File: src/rtl/tug_round_sequencer.sv
// Tug-of-War round sequencer: walks show-reset, ready, random dark delay, play,
// foul and win phases, driving the LED mux select, rope position and foul pattern.
module tug_round_sequencer #(
    parameter int unsigned RESET_TICKS = 2,
    parameter int unsigned READY_TICKS = 2,
    parameter int unsigned DELAY_MIN   = 2,
    parameter int unsigned PLAY_TICKS  = 8,
    parameter int unsigned FOUL_TICKS  = 2
) (
    input  logic       clk,
    input  logic       reset,
    input  logic       tick,
    input  logic       btn_l,
    input  logic       btn_r,
    output logic [2:0] led_control,
    output logic [6:0] score,
    output logic [6:0] fake_score,
    output logic       win_l,
    output logic       win_r
);

    typedef enum logic [2:0] {
        S_SHOW_RST,
        S_READY,
        S_DARK,
        S_PLAY,
        S_FOUL,
        S_WIN
    } state_t;

    state_t     state, state_d;
    logic [7:0] cnt, cnt_d, cnt_inc;
    logic [7:0] delay;
    logic [7:0] lfsr;
    logic       lfsr_fb;
    logic [2:0] pos, pos_d;
    logic [6:0] fake_d;
    logic       win_l_d, win_r_d;
    logic [2:0] led_d;
    logic       press;

    assign lfsr_fb = lfsr[7] ^ lfsr[5] ^ lfsr[4] ^ lfsr[3];
    assign press   = btn_l | btn_r;
    assign cnt_inc = cnt + 8'd1;

    always_comb begin
        state_d = state;
        pos_d   = pos;
        fake_d  = fake_score;
        win_l_d = win_l;
        win_r_d = win_r;
        case (state)
            S_SHOW_RST: if (tick && cnt_inc == 8'(RESET_TICKS)) state_d = S_READY;
            S_READY:    if (tick && cnt_inc == 8'(READY_TICKS)) state_d = S_DARK;
            S_DARK: begin
                // an early press wins over the delay expiring in the same cycle
                if (press) begin
                    state_d = S_FOUL;
                    fake_d  = {btn_l, 5'b00000, btn_r};
                end else if (tick && cnt_inc == delay) begin
                    state_d = S_PLAY;
                end
            end
            S_PLAY: begin
                if (btn_l ^ btn_r) begin
                    pos_d = btn_l ? pos + 3'd1 : pos - 3'd1;
                    if (pos_d == 3'd6) begin
                        state_d = S_WIN;
                        win_l_d = 1'b1;
                    end else if (pos_d == 3'd0) begin
                        state_d = S_WIN;
                        win_r_d = 1'b1;
                    end else begin
                        state_d = S_DARK;
                    end
                end else if (btn_l & btn_r) begin
                    state_d = S_DARK;
                end else if (tick && cnt_inc == 8'(PLAY_TICKS)) begin
                    state_d = S_DARK;
                end
            end
            S_FOUL: begin
                if (tick && cnt_inc == 8'(FOUL_TICKS)) begin
                    state_d = S_DARK;
                    fake_d  = '0;
                end
            end
            default: ;
        endcase

        cnt_d = (state_d != state) ? '0 : (tick ? cnt_inc : cnt);

        case (state_d)
            S_SHOW_RST: led_d = 3'b001;
            S_READY:    led_d = 3'b010;
            S_DARK:     led_d = 3'b000;
            S_FOUL:     led_d = 3'b100;
            default:    led_d = 3'b011;
        endcase
    end

    always_ff @(posedge clk) begin
        if (reset) begin
            state       <= S_SHOW_RST;
            cnt         <= '0;
            pos         <= 3'd3;
            score       <= 7'b0001000;
            fake_score  <= '0;
            win_l       <= 1'b0;
            win_r       <= 1'b0;
            led_control <= 3'b001;
            lfsr        <= 8'hA5;
            delay       <= 8'(DELAY_MIN);
        end else begin
            state       <= state_d;
            cnt         <= cnt_d;
            pos         <= pos_d;
            score       <= 7'b0000001 << pos_d;
            fake_score  <= fake_d;
            win_l       <= win_l_d;
            win_r       <= win_r_d;
            led_control <= led_d;
            lfsr        <= {lfsr[6:0], lfsr_fb};
            if (state_d == S_DARK && state != S_DARK)
                delay <= 8'(DELAY_MIN) + {5'b00000, lfsr[2:0]};
        end
    end

endmodule

File: config.mk
export PLATFORM = sky130hd
export DESIGN_NAME = tug_round_sequencer
export DESIGN_NICKNAME = d
export VERILOG_FILES = /design/src/rtl/tug_round_sequencer.sv
export SDC_FILE = /design/constraint.sdc
export NUM_CORES = 1
export LEC_CHECK = 0
export BUFFER_PORTS_ARGS = -buffer_cell sky130_fd_sc_hd__buf_2
export CAP_MARGIN = 20
export CORE_MARGIN = 2
export CORE_UTILIZATION = 62
export DETAILED_ROUTE_END_ITERATION = 12
export PLACE_DENSITY_LB_ADDON = 0.3
export SLEW_MARGIN = 20
export SYNTH_ARGS = -nofsm -noshare
export SYNTH_HDL_FRONTEND = slang
export SYNTH_SLANG_ARGS = --single-unit
File: constraint.sdc
create_clock -name clk -period 4.03 [get_ports clk]
set_clock_uncertainty 0.05 [all_clocks]
set_input_delay 1.209 -clock clk [delete_from_list [all_inputs] [get_ports clk]]
set_output_delay 1.209 -clock clk [all_outputs]
set_load 0.005 [all_outputs]
# == After elaboration in Yosys (flattened, before gate mapping) ==
# Cells that the tools add are included.
# word_totals
reg_bits,49
input_bits,5
# classes
n_bitwise,7
mux,17
eq_ne,15
shifts,1
n_reduce_logical,13
add_sub_neg,4
# op_table
operator,n
$mux W3,12
$pmux W3 S4,2
$mux W7,2
$pmux W7 S2,1
$eq A3 B2 Y1 const B,3
$eq A3 B3 Y1 const B,3
$logic_not A3 Y1,3
$add A8 B1 Y8 const B,1
$eq A8 B2 Y1 const B,1
$eq A8 B4 Y1 const B,1
$eq A8 B8 Y1,1
$shl A1 B3 Y7 const A,1
$eq A3 B1 Y1 const B,2
$reduce_and A3 Y1,2
$add A2 B3 Y4 const A,1
$logic_and A1 B1 Y1,4
$ne A2 B2 Y1 const B,2
$reduce_and A4 Y1,1
$reduce_or A2 Y1,2
$xor A1 B1 Y1,4
$add A3 B1 Y3 const B,1
$ne A3 B2 Y1 const B,1
$ne A3 B3 Y1,1
$sub A3 B1 Y3 const B,1
other kinds (4),4

# == Logic depth before layout (Yosys ltp) ==
# logic_depth
depth_word,9
mapped_depth,9
depth_no_buf,9

# == Worst setup path after synthesis ==
# No wires, ideal clock.
# synth_path
kind,input to register
from,input port btn_l
to,register cnt[0]
cell_stages,7
arrival_time_ns,2.998
n_path_buf,0
setup_slack_ns,0.904
setup_ns,0.078
required_time_ns,3.902
cell_sequence,fa_1 > xnor3_2 > mux2i_1 > a211o_1 > o221ai_4 > nand4_4 > nor3_1
# synth_via
elab_chain_len,8
word_cells_on_any_way,14
classes_between,2 x eq/ne; 7 x mux; 3 x bitwise; 2 x reduce/logical
# synth_lines
element,line,source
from (decl),13,"input logic btn_l,"
$mux W3,66,pos_d = btn_l ? pos + 3'd1 : pos - 3'd1;
$logic_not A3 Y1,70,end else if (pos_d == 3'd0) begin
$mux W3,70,
$mux W3,67,if (pos_d == 3'd6) begin
$mux W3,65,if (btn_l ^ btn_r) begin
$pmux W3 S4 (*),52,case (state)
$ne A3 B3 Y1 (*),91,cnt_d = (state_d != state) ? '0 : (tick ? cnt_inc : cnt);
$reduce_or A2 Y1 (no line) (*),-,
to (signal assigned),116,cnt <= cnt_d;
to (decl),32,"logic [7:0] cnt, cnt_d, cnt_inc;"
# Mark *: on every way between the ends. The rest lies on a longest branch, timed or not.
# A chain may end at the register's enable or synchronous reset.

# == Worst setup path after layout ==
# layout_path
from,input port btn_l
to,register led_control[2]
# layout_via
elab_chain_len,8
word_cells_on_any_way,17
classes_between,4 x eq/ne; 8 x mux; 3 x bitwise; 2 x reduce/logical
# layout_lines
element,line,source
$mux W3,66,
$logic_not A3 Y1,70,
$mux W3,70,
$mux W3,67,
$mux W3,65,
$pmux W3 S4 (*),52,
$eq A3 B3 Y1 (tied with other cells),93,case (state_d)
$pmux W3 S4 (*),93,
to (signal assigned),122,led_control <= led_d;
to (decl),15,"output logic [2:0] led_control,"
# Marked as above.

==> flow_results.org <==
** Detailed routing
- After detailed routing, the average wire length per cell comes to 13.5 um.
- Post-detailed-route count of antenna-violating nets :: 0
- Across all layers, the routed design uses about 1700 vias.
- Detailed Routing Iterations Pass 1 :: 4
- The detailed router finished its first iteration with between 60 and 70 violations.
- Detailed-route wire length :: 3960 um
- Using the TritonRoute via totals, the vias-per-cell ratio works out to roughly 5.7.
- DRC errors left :: 0

** STA
- Count of final setup violators :: 0
- Subtracting the final worst setup slack from the clock period gives just over 3 ns.
- Fin. Hold Viols :: 0
- RSZ-0062 raised after global routing :: no
- The worst pin sits at a relative slew slack of between 60% and 70%.
- Timing-limited maximum frequency :: around 320 MHz
- Dividing the final minimum period by the clock period gives 77.0%.
- The number of max-slew violations in the final report came to 0.
- For the final routed database, the setup TNS stands at 0 ns.
- For the pin with the worst max-slew slack, the measured transition is 0.545 ns.

** GRT
- For this run, the total global-route usage over all layers was measured as 21.6%.
- GRT Max-Usage Layer :: met2
- Fraction of met3 tracks used by global routing :: between 4 and 5%
- Number of global-route vias before repair :: 1451
- Entering global routing, the biggest net connects 22 pins.
- The first global-routing pass estimated about 6700 um of wire.
- After global routing the overflow that remains totals 0.
- Global-route track usage on met1 :: 29.2%
- In the global route stage, met2 resource usage came out at between 30% and 40%.
- The number of antenna violations at the first check in global routing is 0.

** Floorplanning
- The floorplan step defined a die boundary enclosing 3920 um2.
- Starting density of the core :: ~64%
- Number of rows created at floorplan :: 21
- Pin placement for this block handled 24 I/O pins.
- X dimension of the die :: 62.6 um
- Vert. Die Dim :: between 60 and 70 um
- Placeable core region :: 3310 um2

** CTS
- Clock-pin slew was measured on the worst setup and hold paths at about 0.13 ns.
- For this design, the sink count on the clock tree is 40.
- Buffers added to address setup during post-CTS repair amount to 0.
- Number of buffers inserted by hold repair at cts :: 0
- H-tree depth :: 2
- At the later pin of the worst-skew pair, clock insertion delay measures 0.36 ns.
- Clock Tree Root :: clkbuf_4
- The number of clock buffers added by TritonCTS is 5.
- Clock tree from TritonCTS :: yes
- In this run the deepest clock path goes through 2 buffers.
- Post-CTS repair changed the size of 0 cells.

** Final layout
- In the final design database the tool counted 260 nets.
- Antenna diode instance count :: 0
- For this run, the share of the core covered by cells in the final layout is between 60% and 70%.
- Area of all sequential standard cells :: 801 um2
- Fraction of final layout cells with drive strength greater than 1 :: 18.7%
- Summing all multi-input logic gate instances after layout gives ~1200 um2.
- Layout filler cell count :: approximately 290
- Area growth syn-to-layout :: 7.23%

** Worst setup path
- The critical path is of the in -> reg type.
- Arrival @ worst endpoint :: between 3 and 4 ns
- STA classifies the critical path startpoint as a primary input.
- Type of element capturing the critical path :: flip-flop
- Worst R2R Start :: pos[0]$_SDFF_PP1_
- STA puts the critical path data required time at between 4 and 5 ns.
- Capture instance of the worst register-to-register path :: cnt[3]$_SDFFE_PP0P_
- Critical path fanouts, max :: 8
- Startpoint of the most critical setup path :: btn_l
- Setup crit end :: led_control[2]$_SDFF_PP0_
- For flop-to-flop paths, the worst setup slack is 1.25 ns.
- For the worst flop-to-flop path, the logic depth is 8.

** Yosys
- After synthesis, the largest area contributor takes up a little under two fifths of total cell area.
- Number of flops mapped to enable cells by yosys :: 0
- In this run the cell area of the synthesized design comes to about 2100 um2.
- After synthesis, the netlist uses 57 different library cells.
- Commonest register cell after synthesis :: dfxtp_1
- Async set-reset flop share out of synthesis :: 0%
- Dominant cells by area after synthesis :: dfxtp_1 (38%), ha_1 (5.3%), xnor2_1 (4.9%)
- Synthesis produced a netlist whose cell count is ~230.
- Of all cell types, the one taking the most synthesized area is dfxtp_1.
- During synthesis, Yosys emitted a total of 0 warnings.
- Part of the Yosys area used for sequential elements :: 37.6%
- FF+latch count, synth :: 40
- Mean area per synthesized cell :: between 9 and 10 um2

** Pwr
- Combinational logic burns about a tenth of the power.
- Per report_power, the sequential group accounts for 54.9% of the total.
- The clock network accounts for around a third of the total power.
- Net Sw Power :: about 0.19 mW
- Leak pwr :: between 0.9 and 1 nW
- Switching part of the total :: 25.2%
- Worst IR Drop VDD :: 0.241 mV
- The internal portion of the total power is between 0.5 and 0.6 mW.
- Sum of internal, switching and leakage power :: about 0.77 mW
- Pwr dens :: approximately 340 nW/um2

** Min path
- Path type of the worst min-delay path :: reg -> reg

** Place
- The count of buffers added on input and output ports is 18.
- Post-DP HPWL :: approximately 2800 um
- At the end of routability-driven placement, the weighted congestion stood at 0.834.

** Status
- Outcome :: finished, final reports clean

** Run
- The tool flagged a number of max-cap violations equal to 0.
-- synth_stat cells, types with 2 or more instances --
library cell and number:
nand3b_1 2, a21oi_1 8, nand4_1 2, or3b_2 2, and3_1 4, buf_2 3, mux2i_1 3, buf_4 6
or2_2 5, ha_1 9, o31ai_1 2, a31oi_1 5, clkbuf_1 8, xnor2_1 12, o2111ai_1 2, o21ai_0 8
nand2_1 13, inv_1 12, xor2_1 6, o211ai_1 2, nor3_1 10, dfxtp_1 40, nor2b_1 4, nor2_1 24
nand3_1 10
-- metrics by stage --
step	cells	setup slack [ns]	hold WS, ns	instance area (um2)
floorplan	238	0.904	0.339	2140
global placement	284	0.621	0.343	2200
detailed placement	284	0.566	0.347	2200
CTS	292	0.935	0.379	2280
global route	292	0.803	0.394	2280
finish	292	0.926	0.376	2280
-- state kept, by name, indices dropped and copies added (netlist names) --
register	flops
cnt	8
lfsr	8
score	7
delay	4
led_control	3
pos	3
state	3
fake_score	2
win_l	1
win_r	1
-- cell usage in the layout, fill, tap and decap left out, types with 6 or more instances in the layout --
cell and count:
ha_1 9, nor3_1 10, xnor2_1 12, xor2_1 6
nand3_1 10, o21ai_0 8, dfxtp_1 40, inv_1 12
nor2_1 24, a21oi_1 8, buf_2 18, nand2_1 13
-- power groups by stage --
stage	clock network [mW]	registers, mW	logic, mW
after global placement	0	0.431	0.0733
final	0.270	0.422	0.0765
after detailed placement	0	0.431	0.0754
after global routing	0.296	0.424	0.0853
after CTS	0.274	0.422	0.0763
after floorplan	0	0.426	0.0655
-- worst max-delay path: stages --
cell,delay (ns)
buf_2,0.16
inv_1,0.08
ha_1,0.40
or3b_2,0.47
mux2i_1,0.15
o211a_1,0.24
o22ai_1,0.15
a211oi_2,0.30
and3_1,0.19
-- area by class of cell --
type,count,share of cell area (%)
repair buffers,18,3.95
inverters,12,1.97
multi-input cells,168,52.8
flip-flops and latches,40,35.1
well taps,46,2.52
clock buffers,5,1.64
clock inverters,3,2.08
-- kinds of logic after synthesis --
| kind of cell | share of synthesized area [%] |
|---|---|
| simple gates | 21.6 |
| compound gates | 16.9 |
| flops | 37.6 |
| buf+inv | 6.52 |
| xor+xnor | 9.58 |
| fa+ha+maj | 6.23 |
| mux | 1.41 |
| other cells | 0.176 |
-- worst min-delay path by stage --
stage                          to  cells after the start  slack, ns               start
3_5_place_dp   lfsr[7]$_SDFF_PP1_                      1       0.35  lfsr[6]$_SDFF_PP0_
5_1_grt        lfsr[7]$_SDFF_PP1_                      1       0.39  lfsr[6]$_SDFF_PP0_
4_1_cts        lfsr[7]$_SDFF_PP1_                      1       0.38  lfsr[6]$_SDFF_PP0_
3_3_place_gp   lfsr[7]$_SDFF_PP1_                      1       0.34  lfsr[6]$_SDFF_PP0_
2_1_floorplan  lfsr[7]$_SDFF_PP1_                      1       0.34  lfsr[6]$_SDFF_PP0_
6_report       lfsr[7]$_SDFF_PP1_                      1       0.38  lfsr[6]$_SDFF_PP0_
-- layer usage --
metal / vias to the layer above / share of wire [%]
li1: 830 / -
met1: 778 / 47
met2: 32 / 47
met3: 10 / 3.5
met4: 0 / 2.2
met5: - / 0
Note: power is estimated with default switching activity, not from simulation.
